==> config.mk <==
export PLATFORM = sky130hd
export DESIGN_NAME = spike_count_window
export DESIGN_NICKNAME = d
export VERILOG_FILES = /design/src/rtl/spike_count_window.sv
export SDC_FILE = /design/constraint.sdc
export NUM_CORES = 1
export LEC_CHECK = 0
export BUFFER_PORTS_ARGS = -buffer_cell sky130_fd_sc_hd__buf_2
export CAP_MARGIN = 20
export CORE_ASPECT_RATIO = 1.25
export CORE_MARGIN = 2
export CORE_UTILIZATION = 59
export DETAILED_ROUTE_END_ITERATION = 10
export PLACE_DENSITY = 0.78
export SETUP_SLACK_MARGIN = 0.02
export SYNTH_ARGS = -nofsm -noshare
export SYNTH_HDL_FRONTEND = slang
export SYNTH_SLANG_ARGS = --single-unit
==> constraint.sdc <==
create_clock -name clk -period 9.5 [get_ports clk]
set_input_delay 0.475 -clock clk [delete_from_list [all_inputs] [get_ports clk]]
set_output_delay 0.475 -clock clk [all_outputs]
set_load 0.02 [all_outputs]
==> src/rtl/spike_count_window.sv <==
// Per-step spike counter for a time-multiplexed motoneuron pool, plus a
// sliding sum over the last WIN completed steps for firing-rate readout.
module spike_count_window #(
  parameter int CNT_W    = 16,
  parameter int WIN_LOG2 = 3
) (
  input  logic        clk,
  input  logic        reset,
  input  logic        spike_in,
  input  logic        spike_valid,
  input  logic        tick,
  output logic [31:0] spike_cnt,
  output logic [31:0] window_sum,
  output logic        cnt_valid,
  output logic        window_full,
  output logic        overflow
);

  localparam int WIN   = 1 << WIN_LOG2;
  localparam int SUM_W = CNT_W + WIN_LOG2;
  localparam logic [CNT_W-1:0]  ACC_MAX  = '1;
  localparam logic [WIN_LOG2:0] FILL_MAX = {1'b1, {WIN_LOG2{1'b0}}};

  logic [CNT_W-1:0]    acc;
  logic [CNT_W-1:0]    acc_plus;
  logic [CNT_W-1:0]    ring [WIN];
  logic [WIN_LOG2-1:0] wr_ptr;
  logic [WIN_LOG2:0]   fill;
  logic [CNT_W-1:0]    spike_cnt_r;
  logic [SUM_W-1:0]    window_sum_r;
  logic                cnt_event;
  logic                at_max;

  // acc_plus is the saturating closing count when tick is high, so an event
  // in the tick cycle belongs to the step being closed.
  always_comb begin
    cnt_event = spike_valid & spike_in;
    at_max    = (acc == ACC_MAX);
    acc_plus  = acc;
    if (cnt_event && !at_max) acc_plus = acc + 1'b1;
  end

  always_ff @(posedge clk or posedge reset) begin
    if (reset) begin
      acc          <= '0;
      wr_ptr       <= '0;
      fill         <= '0;
      spike_cnt_r  <= '0;
      window_sum_r <= '0;
      cnt_valid    <= 1'b0;
      overflow     <= 1'b0;
      for (int i = 0; i < WIN; i++) ring[i] <= '0;
    end else begin
      cnt_valid <= tick;
      if (cnt_event && at_max) overflow <= 1'b1;
      if (tick) begin
        acc          <= '0;
        spike_cnt_r  <= acc_plus;
        ring[wr_ptr] <= acc_plus;
        // Evicted slot is zero until the window has filled once.
        window_sum_r <= window_sum_r - SUM_W'(ring[wr_ptr]) + SUM_W'(acc_plus);
        wr_ptr       <= wr_ptr + 1'b1;
        if (fill != FILL_MAX) fill <= fill + 1'b1;
      end else begin
        acc <= acc_plus;
      end
    end
  end

  assign spike_cnt   = 32'(spike_cnt_r);
  assign window_sum  = 32'(window_sum_r);
  assign window_full = (fill == FILL_MAX);

endmodule

# [Yosys cells after proc, flatten, opt, wreduce, memory -nomap -nowiden]
# Index checks and enable logic that the tools add are counted.
# W data, S select, Z words.
[totals] regBits=188 latch_bits=0 ram_bits=0 mem_bits_ro=0 inputBits=5 output_inout_bits=67 wordCells=40 n_memories=0
[classes] addsub=5 multipliers=0 div_mod_pow=0 order_cmp=2 n_eq_ne=3 n_shift=0 n_mux=8 bitwise_logic=2 n_reduce_logical=5
[ops] operator="$bwmux W128" count=1
[ops] operator="$mux W16" count=5
[ops] operator="$bmux W16 S3" count=1
[ops] operator="$demux W16 S3" count=1
[ops] operator="$add A19 B16 Y19" count=1
[ops] operator="$sub A19 B16 Y19" count=1
[ops] operator="$add A16 B1 Y16 const B" count=1
[ops] operator="$eq A16 B16 Y1 const B" count=1
[ops] operator="$add A4 B1 Y4 const B" count=1
[ops] operator="$eq A4 B4 Y1 const B" count=1
[ops] operator="$ge A4 B4 Y1 const B" count=1
[ops] operator="$lt A4 B1 Y1 const B" count=1
[ops] operator="$ne A4 B4 Y1 const B" count=1
[ops] operator="$not A3 Y4" count=1
[ops] operator="$add A3 B1 Y3 const B" count=1
[ops] operator="$logic_and A1 B1 Y1" count=3
[ops] operator="$reduce_and A2 Y1" count=1
[ops] operator="$and A1 B1 Y1" count=1
[ops] operator="$logic_not A1 Y1" count=1

# [Logic depth before layout (Yosys ltp)]
# Gate-level depths: netlist (run 1).
[logic_depth] ltp_word=6 depth_mapped=18

# [Least setup slack after synthesis (run 1)]
# OpenSTA, ideal clock, no wires.
[synth_timing] path_kind="reg-to-reg" start="reg wr_ptr[0]" end="reg window_sum_r[15]" t_arrival_ns=3.949 required_ns=9.380 path_slack_ns=5.431 path_stages_with_launch=13 n_path_buf=1 cell_sequence="dfrtp_1 -> buf_1 -> mux4_2 -> mux2_2 -> fa_1 -> inv_1 -> ha_1 -> a21o_1 -> a21oi_4 -> a211oi_2 -> o311a_1 -> or3_1 -> a31o_1"
[synth_between] elab_chain_cells=6
[synth_rtl] item="start, declared" line="27" rtl="logic [WIN_LOG2-1:0] wr_ptr;"
[synth_rtl] item="start signal, assigned" line="62" rtl="wr_ptr <= wr_ptr + 1'b1;"
[synth_rtl] item="$not A3 Y4 (not written as such)" line="61" rtl="window_sum_r <= window_sum_r - SUM_W'(ring[wr_ptr]) + SUM_W'(acc_plus);"
[synth_rtl] item="$bmux W16 S3" line="61"
[synth_rtl] item="$mux W16 (not written as such) (2 in series)" line="61"
[synth_rtl] item="$sub A19 B16 Y19" line="61"
[synth_rtl] item="$add A19 B16 Y19" line="61"
[synth_rtl] item="end signal, assigned" line="61"
[synth_rtl] item="end, declared" line="30" rtl="logic [SUM_W-1:0] window_sum_r;"
# Every way passes these cells. The select of a mux whose other input is x is not followed.
# A chain may end at the register's enable or synchronous reset.

# [Worst setup path after layout (run 1)]
[layout_timing] start="reg acc[0]" end="reg window_sum_r[12]"
[layout_between] elab_chain_cells=5 elab_cells_between_ends=6
[layout_rtl] item="start, declared" line="24" rtl="logic [CNT_W-1:0] acc;"
[layout_rtl] item="start signal, assigned" line="65" rtl="acc <= acc_plus;"
[layout_rtl] item="branches (longest 3 deep; another with $add A16 B1 Y16)"
[layout_rtl] item="$mux W16 (*)" line="40" rtl="if (cnt_event && !at_max) acc_plus = acc + 1'b1;"
[layout_rtl] item="$add A19 B16 Y19 (*)" line="61"
# Every way passes the cells marked *.

==> out/results.ini, run 1 <==
[timing]
final.period_utilization_pct=48.3
finalSetupViolations=0
rsz0062_at_grt=no
maxSlewHeadroom_pct=29.4
fin_worst_skew_ns=0.0123
tns_ns=0
worst_pin_slew_ns=1.06
period_needed_ns=4.59
drv_slew=0
max_freq_mhz=218
hold_violations=0

[die]
design.portCount=72
die-width_um=118
dieArea_um2=17300
core_um2=16100
start_util_pct=59.6
fp.dieH_um=146
num_rows=52

[route]
drt_wl_total_mm=21.5
drtIter0Drc=495
antenna_left=0
vias=7004
first_pass_iters=7
avgViaCountPerCell=5.77
drc=0
wire_per_inst_um=17.7

[global_routing]
grt_max_degree=104
grt_pass1_vias=6985
grt_overflow_total=0
grt_pass1_wl_mm=36.1
grt_util_all_layers_pct=26.4
antenna_found_initial=0

[critical_path]
endpoint_kind=register
worstPathArrival_ns=4.92
crit_required_ns=9.83
crit_type=register to register
critPathLaunchType=register
path_max_fanout=11

[finish]
fin_cells=1213
antenna_cells=0
syn2layout_area_growth_pct=10.4
drive_gt1_share_pct=12.4
nets=1028

[min_path]
hold_path.class=input port to asynchronous set/reset pin

[yosys]
syn-cell-area_um2=9580
synth-seq-cells=188
syn_inst=970
ys.flop_type=dfrtp_1
synth_edf_count=0
synth_area_per_cell_um2=9.88
synth_cell_type_count=50
async_flop_share_pct=100
yosysWarnings=0
synth_seq_area_share_pct=49.1

[clock_tree]
cts_tree=yes
clkTransAtPathRegs_ns=0.07
cts_sinks=188
clock-root-buffer=clkbuf_16
clock_latency_ns=0.44
cts_buffers=17
htreeDepth=4
clock_path_buffers=2
ctsHoldBuffers=0
cts_resized=0
post_cts_buffers=0

[power_and_ir_drop]
swShare_pct=38.4
ir_worst_vdd_uv=161
power.density_nw_per_um2=300
seqPwrFrac_pct=31.5
combPwrFrac_pct=42.2
power.switching_mw=1.22
leakagePower_nw=4.99
p_int_mw=1.96
clockPowerShare_pct=26.3

[placed_design]
dp.cells=1178
port_buffers=42
gp_congestion=0.939
hpwlAfterDp_mm=13.7

[flow_run]
cap_viol_max_count=0

[outcome]
status=complete, no violations

[synth_stat cells, drive strengths merged (3+ instances only)]
| library cell | number | area (um2) |
|---|---|---|
| a21o | 7 | 52.6 |
| a21oi | 35 | 186 |
| and2 | 5 | 31.3 |
| and3 | 6 | 37.5 |
| and4 | 3 | 26.3 |
| buf | 55 | 347 |
| clkbuf | 42 | 160 |
| dfrtp | 188 | 4700 |
| fa | 16 | 320 |
| ha | 23 | 288 |
| inv | 45 | 169 |
| mux2 | 12 | 135 |
| mux2i | 47 | 470 |
| mux4 | 12 | 270 |
| nand2 | 161 | 604 |
| nand2b | 5 | 31.3 |
| nand3 | 13 | 65.1 |
| nand4 | 11 | 68.8 |
| nor2 | 51 | 191 |
| nor2b | 5 | 31.3 |
| o211ai | 4 | 30.0 |
| o21a | 3 | 22.5 |
| o21ai | 146 | 731 |
| o21bai | 3 | 22.5 |
| o221ai | 4 | 35.0 |
| o22a | 4 | 35.0 |
| o22ai | 12 | 75.1 |
| xnor2 | 17 | 149 |
| xor2 | 16 | 140 |
[critical path, cell delays in order, from the launching register on]
cell and delay (ns):
dfrtp_1 0.40, ha_1 0.22, and3_1 0.24, nand4_1 0.13, o21a_1 0.32, mux2i_1 0.80, fa_1 0.59, fa_1 0.46
nand2b_1 0.20, a21oi_1 0.31, nor2_1 0.13, o31ai_1 0.31, xor2_1 0.10, mux2_2 0.27
[final timing paths]
kind / to / start / slack [ns] / cells after the start
max: window_sum_r[12]$_DFFE_PP0P_ / acc[0]$_DFF_PP0_ / 4.91 / 13
min: ring[92]$_DFFE_PP0P_ / reset / 0.16 / 2
max reg2reg: window_sum_r[12]$_DFFE_PP0P_ / acc[0]$_DFF_PP0_ / 4.91 / 13
min reg2reg: window_sum_r[18]$_DFFE_PP0P_ / window_sum_r[18]$_DFFE_PP0P_ / 0.47 / 1
max in group asynchronous: wr_ptr[0]$_DFFE_PP0P_ / reset / 8.22 / 4
min in group clk: window_sum_r[18]$_DFFE_PP0P_ / window_sum_r[18]$_DFFE_PP0P_ / 0.47 / 1
[area by class of cell]
cell class	count	area [um2]
clock buffer	19	433
clock inverter	13	260
fill	1215	5500
inverter	45	176
multi-input combinational	668	4300
sequential	188	4710
tap	216	270
timing repair buffer	64	423
[cell usage in the layout, fill, tap and decap left out, drive strengths merged, types with 6 or more instances in the layout]
master	instances
dfrtp	188
nand2	161
o21ai	146
buf	64
nor2	51
mux2i	47
inv	47
a21oi	35
conb	29
ha	23
clkbuf	19
xnor2	17
xor2	16
fa	16
nand3	13
o22ai	12
mux4	12
mux2	12
nand4	11
a21o	7
bufinv	7
and3	6
[metrics by stage]
| stage | cell area [um2] | hold WS, ns | util [%] | setup slack, ns | power, mW |
|---|---|---|---|---|---|
| after floorplan | 9680 | 0.445 | - | 3.91 | 2.02 |
| after detailed placement | 9810 | 0.464 | 61.0 | 4.97 | 2.32 |
| final | 10600 | 0.160 | 65.8 | 4.91 | 3.17 |
| after CTS | 10500 | 0.196 | 65.4 | 4.95 | 3.15 |
| after global placement | 9810 | 0.457 | 61.0 | 5.03 | 2.28 |
| after global routing | 10600 | 0.226 | 65.8 | 4.53 | 3.37 |
[cells by family (layout without fill, tap and decap cells)]
group,Yosys count,in the layout,share of synthesized area [%]
mux,71,71,9.14
simple gates,267,267,11.9
flops,188,188,49.1
compound gates,229,229,13.4
other cells,1,29,0.0391
xor+xnor,33,33,3.02
fa+ha+maj,39,39,6.35
buf+inv,142,141,7.05
[power by group through the flow]
stage / Combinational, mW / Clock (mW) / Sequential, mW
global placement: 1.27 / 0 / 1.01
finish: 1.34 / 0.835 / 1.00
global route: 1.48 / 0.877 / 1.01
floorplan: 0.993 / 0 / 1.03
CTS: 1.31 / 0.840 / 0.998
detailed placement: 1.30 / 0 / 1.01
[flip-flops by register name, summed over array words and instances, names as in the netlist]
signal        cells
fill              4
wr_ptr            3
ring            128
overflow          1
cnt_valid         1
window_sum_r     19
spike_cnt_r      16
acc              16
[layer usage]
layer | vias up | GRT usage (%) | wire length [um]
met3 | 46 | 4.38 | 1130
met2 | 229 | 43.0 | 10500
met4 | 0 | 10.2 | 546
met1 | 3473 | 35.6 | 9280
met5 | - | 0 | 0
li1 | 3256 | - | -
Note: power is estimated with default switching activity, not from simulation.
==> inputs of run 2 (changes only) <==
--- a/config.mk
+++ b/config.mk
@@ -5,6 +5,7 @@
 export SDC_FILE = /design/constraint.sdc
 export NUM_CORES = 1
 export LEC_CHECK = 0
+export ABC_AREA = 1
 export BUFFER_PORTS_ARGS = -buffer_cell sky130_fd_sc_hd__buf_2
 export CAP_MARGIN = 20
 export CORE_ASPECT_RATIO = 1.25
==> constraint.sdc (replaced) <==
create_clock -name clk -period 4.3 [get_ports clk]
set_input_delay 0.215 -clock clk [delete_from_list [all_inputs] [get_ports clk]]
set_output_delay 0.215 -clock clk [all_outputs]
set_load 0.02 [all_outputs]
==> run 2 against run 1 <==
  * First-iteration DRC count rose to 2.5 times the previous value
  * Non-clock buffer count unchanged
  * Via count is 32% higher
  * Area after synthesis is 11% higher
  * Critical path type unchanged
  * Largest cell class is now multi-input gates
  * Largest power group unchanged
==> out/results.ini, run 2 <==
[die]
dieArea_um2=19100
start_util_pct=60.6
design.portCount=72
num_rows=54
fp.dieH_um=154
die-width_um=124
core_um2=17500

[finish]
antenna_cells=0
drive_gt1_share_pct=11.5
register_area_um2=4710
multiInputGateArea_um2=5130
nFillCells=1484
final_common_cell=nand2_1
final_area_um2=11500
reg.largest.list=ring: 128 flops, window_sum_r: 19 flops
largest_reg_flops=128
post-route-util_pct=65.7
regMostFlops=ring
nets=1419
fin_cells=1612
final_cell_mix=nand2_1, dfrtp_1, nor2_1
syn2layout_area_growth_pct=8.42

[yosys]
synth_cell_type_count=38
synthTopCellsByCount=nand2_1, dfrtp_1, nor2_1
yosysMostFrequentCell=nand2_1
synth-seq-cells=188
synth_top_area_share_pct=44.4
synthTopCellsByArea=dfrtp_1, nand2_1, nand3_1
ys.flop_type=dfrtp_1
syn_inst=1348
synth_area_per_cell_um2=7.86
yosys.area.top_type=dfrtp_1
async_flop_share_pct=100
synth_edf_count=0
syn-cell-area_um2=10600
yosysWarnings=0
synth_seq_area_share_pct=44.4

[clock_tree]
clock-root-buffer=clkbuf_16
cts_sinks=188
cts_buffers=17
clock_latency_ns=0.45
clock_path_buffers=2
post_cts_buffers=0
htreeDepth=4
clkTransAtPathRegs_ns=0.07
cts_resized=0
ctsHoldBuffers=0
cts_tree=yes

[outcome]
status=complete, no violations

[timing]
rsz0062_at_grt=no
finalHoldWorstSlack_ns=0.0616
finalSetupViolations=0
fin_worst_skew_ns=0.0112
tns_ns=0
drv_slew=0
worst_pin_slew_ns=1.00
max_freq_mhz=254
period_needed_ns=3.93
final.period_utilization_pct=91.5
hold_violations=0
fin_ws_ns=0.365
maxSlewHeadroom_pct=33.3

[route]
wire_per_inst_um=18.2
vias=9255
first_pass_iters=7
drc=0
drt_wl_total_mm=29.4
antenna_left=0
drtIter0Drc=1244
avgViaCountPerCell=5.74

[global_routing]
grt_max_degree=189
grt_overflow_total=0
grt_pass1_wl_mm=47.3
grt_util_all_layers_pct=33.0
antenna_found_initial=0
grt_pass1_vias=8960

[min_path]
hold_path.class=input port to register

[critical_path]
cp_slowest_cell=fa_1
cp_common_cell=nand2_1
path_max_fanout=17
critPathLaunchType=register
crit_type=register to register
crit_required_ns=4.64
worstPathArrival_ns=4.27
critical-path-max-stage-delay_ns=0.54
path_cells=ha_1 > inv_1 > nor3_4 > nand4_4 > nand2_4 > inv_4 > nand2_2 > nand2_1 > fa_1 > inv_1 > ha_1 > nand2_1 > inv_1 > nand2_1 > nand3_1 > a21oi_1 > nand3b_1 > nand3_1 > nand2_1
endpoint_kind=register

[power_and_ir_drop]
power_mw=9.72
power.density_nw_per_um2=846
ir_worst_vdd_uv=862
leakagePower_nw=5.96

[placed_design]
dpl_cell_area_um2=10900
port_buffers=42
hpwlAfterDp_mm=19.0
pre_cts_slack_ns=0.403
dp.cells=1580
gp_congestion=0.997

[flow_run]
cap_viol_max_count=0

## run 2: cell types whose count changed after synthesis, moves of 38 or more
cell / previous run / this run
inv_1: 45 / 98
nand2_1: 161 / 394
nor2_1: 51 / 145
nand3_1: 13 / 141
o21ai_0: 146 / 108
mux2i_1: 47 / 0
## run 2: cells by family (layout without fill, tap and decap cells)
logic type | Yosys count | in the layout | share of synthesized area (%)
buffers and inverters | 189 | 201 | 8.17
DFF | 188 | 188 | 44.4
other | 1 | 29 | 0.0354
AOI/OAI and AO/OA | 157 | 157 | 7.96
and+or+nand+nor | 753 | 753 | 31.9
xor gates and xnor gates | 21 | 21 | 1.81
adders and majority gates | 39 | 39 | 5.74
## run 2: worst paths after layout
| kind | cells after the start | slack, ns | startpoint | endpoint |
|---|---|---|---|---|
| setup / recovery | 19 | 0.37 | acc[0]$_DFF_PP0_ | window_sum_r[16]$_DFFE_PP0P_ |
| hold / removal | 2 | 0.06 | tick | acc[3]$_DFF_PP0_ |
| setup reg to reg | 19 | 0.37 | acc[0]$_DFF_PP0_ | window_sum_r[16]$_DFFE_PP0P_ |
| hold reg to reg | 1 | 0.47 | fill[3]$_DFFE_PP0P_ | fill[3]$_DFFE_PP0P_ |
| max in group asynchronous | 3 | 3.52 | reset | ring[77]$_DFFE_PP0P_ |
| min in group asynchronous | 3 | 0.08 | reset | spike_cnt_r[9]$_DFFE_PP0P_ |
## run 2: routing by layer
metal	global-route usage, %	wire, um	share of wire [%]	vias to the layer above
li1	-	-	-	4301
met5	0	0	0	-
met2	50.6	13900	47	488
met1	45.0	11400	39	4359
met4	16.0	1310	4.4	0
met3	6.42	2850	9.7	107
## run 2: power by group
part / total (mW) / switching, mW / internal (mW)
registers: 2.88 / 0.425 / 2.46
clock network: 1.52 / 0.721 / 0.797
logic: 5.32 / 3.43 / 1.89
## run 2: critical path, delay by kind of cell, from the launching register on
kind | cells | cell delay, ns
AO/OA/AOI/OAI | 1 | 0.20
adder cells (fa/ha/maj) | 3 | 1.14
buffers and inverters | 4 | 0.49
flip-flops | 1 | 0.40
AND/OR/NAND/NOR | 11 | 1.60
## run 2: layout make-up
type / count / share of cell area [%]
timing repair buffer: 64 / 3.59
clock inverter: 10 / 0.730
sequential: 188 / 41.0
clock buffer: 22 / 4.13
multi-input combinational: 999 / 44.7
inverter: 105 / 3.49
tap: 224 / 2.44
==> inputs of run 3 (changes only) <==
--- a/config.mk
+++ b/config.mk
@@ -5,7 +5,6 @@
 export SDC_FILE = /design/constraint.sdc
 export NUM_CORES = 1
 export LEC_CHECK = 0
-export ABC_AREA = 1
 export BUFFER_PORTS_ARGS = -buffer_cell sky130_fd_sc_hd__buf_2
 export CAP_MARGIN = 20
 export CORE_ASPECT_RATIO = 1.25
==> run 3 against run 2 <==
  * Utilization grew 0.43 points
  * Register-to-register slack lost 0.11 ns
  * Clock skew rose by 0.0014 ns
  * Maximum frequency is 2.6% lower
  * Sequential power shrank 24%
  * Power shrank 30%
  * Largest power group unchanged
==> out/results.ini, run 3 (synthesis gave the netlist of run 1 again) <==
[route]
wire_per_inst_um=17.7
first_pass_iters=5
avgViaCountPerCell=5.68
drc=0
drt_wl_total_mm=21.8
vias=6986
antenna_left=0
drtIter0Drc=555

[outcome]
status=complete, no violations

[min_path]
whs_endpoint=acc[1]$_DFF_PP0_
whs_path_depth=2
hold_path.class=input port to register
hp-start=tick

[timing]
tns_ns=0
worst_pin_slew_ns=1.08
rsz0062_at_grt=no
final.period_utilization_pct=94.0
hold_violations=0
maxSlewHeadroom_pct=27.9
drv_slew=0
period_needed_ns=4.04
max_freq_mhz=248
finalHoldWorstSlack_ns=0.219
fin_worst_skew_ns=0.0126
finalSetupViolations=0

[critical_path]
cpLargestDelayFamily=adder cells
crit_type=register to register
rr_startpoint=acc[0]$_DFF_PP0_
cp_slowest_cell=fa_1
critPathLaunchType=register
reg2reg_to=window_sum_r[12]$_DFFE_PP0P_
path_max_fanout=9
worstPathArrival_ns=4.36
r2r_cells=13
reg2reg_slack_ns=0.26
critPathBufInv=0
endpoint_kind=register
worst-path-stages=13
crit_required_ns=4.62
cp_common_cell=fa_1
critical-path-max-stage-delay_ns=0.52
path_cells=ha_1 > and3_1 > nand4_1 > o21a_1 > mux2i_1 > fa_1 > fa_1 > nand2b_1 > a21oi_1 > nor2_1 > o31ai_1 > xor2_1 > mux2_2

[power_and_ir_drop]
ir_worst_vdd_uv=386
power.density_nw_per_um2=640
leakagePower_nw=5.03

[placed_design]
dp.cells=1192
dpl_cell_area_um2=9950
port_buffers=42
gp_congestion=0.933
hpwlAfterDp_mm=14.7

[finish]
antenna_cells=0
final_common_cell=dfrtp_1
post-route-util_pct=66.1
reg.largest.list=ring: 128 flops, window_sum_r: 19 flops
fin_cells=1229
syn2layout_area_growth_pct=10.9
largest_reg_flops=128
regMostFlops=ring
drive_gt1_share_pct=13.9
nets=1044
nFillCells=1243
final_cell_mix=dfrtp_1, nand2_1, o21ai_0
final_area_um2=10600

[global_routing]
grt_pass1_vias=6917
grt_max_degree=97
antenna_found_initial=0
grt_util_all_layers_pct=26.1
grt_pass1_wl_mm=35.6
grt_overflow_total=0

[clock_tree]
htreeDepth=4
clock_latency_ns=0.44
cts_sinks=188
clkTransAtPathRegs_ns=0.08
cts_tree=yes
clock-root-buffer=clkbuf_16
post_cts_buffers=0
clock_path_buffers=2
cts_buffers=17

[die]
die-width_um=118
dieArea_um2=17300
core_um2=16100
fp.dieH_um=146
num_rows=52
design.portCount=72
start_util_pct=59.6

[flow_run]
cap_viol_max_count=0

[run 3: power breakdown]
group	total [mW]	internal [mW]	switching (mW)
registers	2.18	1.98	0.201
clock network	1.55	0.792	0.758
logic	3.07	1.26	1.80
[run 3: metrics by stage]
step | setup slack [ns] | power (mW)
finish | 0.260 | 6.80
global route | 0.0202 | 7.24
CTS | 0.251 | 6.77
detailed placement | 0.305 | 5.20
global placement | 0.406 | 5.13
floorplan | 0.231 | 4.46
[run 3: area by class of cell]
cell class | count | area (um2) | share of cell area (%)
flip-flops and latches | 188 | 4710 | 44.3
multi-input cells | 668 | 4300 | 40.5
repair buffers | 80 | 578 | 5.44
clock buffers | 18 | 439 | 4.14
well taps | 216 | 270 | 2.54
inverters | 45 | 173 | 1.63
clock inverters | 14 | 150 | 1.41
[run 3: worst max path at each step]
| stage | startpoint | end | slack [ns] |
|---|---|---|---|
| after floorplan | wr_ptr[0]$_DFFE_PP0P_ | window_sum_r[15]$_DFFE_PP0P_ | 0.23 |
| after global routing | acc[0]$_DFF_PP0_ | window_sum_r[15]$_DFFE_PP0P_ | 0.02 |
| final | acc[0]$_DFF_PP0_ | window_sum_r[12]$_DFFE_PP0P_ | 0.26 |
| after global placement | acc[0]$_DFF_PP0_ | window_sum_r[15]$_DFFE_PP0P_ | 0.41 |
| after detailed placement | acc[0]$_DFF_PP0_ | window_sum_r[12]$_DFFE_PP0P_ | 0.31 |
| after CTS | acc[0]$_DFF_PP0_ | window_sum_r[12]$_DFFE_PP0P_ | 0.25 |
[run 3: repair_timing]
| item | in CTS | in global routing |
|---|---|---|
| hold buffers | 1 | 0 |
| endpoints found under the hold margin | 30 | 0 |
| resized for setup | 0 | 0 |
[run 3: layer usage]
layer	GRT usage (%)	wire [um]
met3	4.45	921
met5	0	0
met2	44.6	11000
met4	9.64	486
met1	33.7	9360
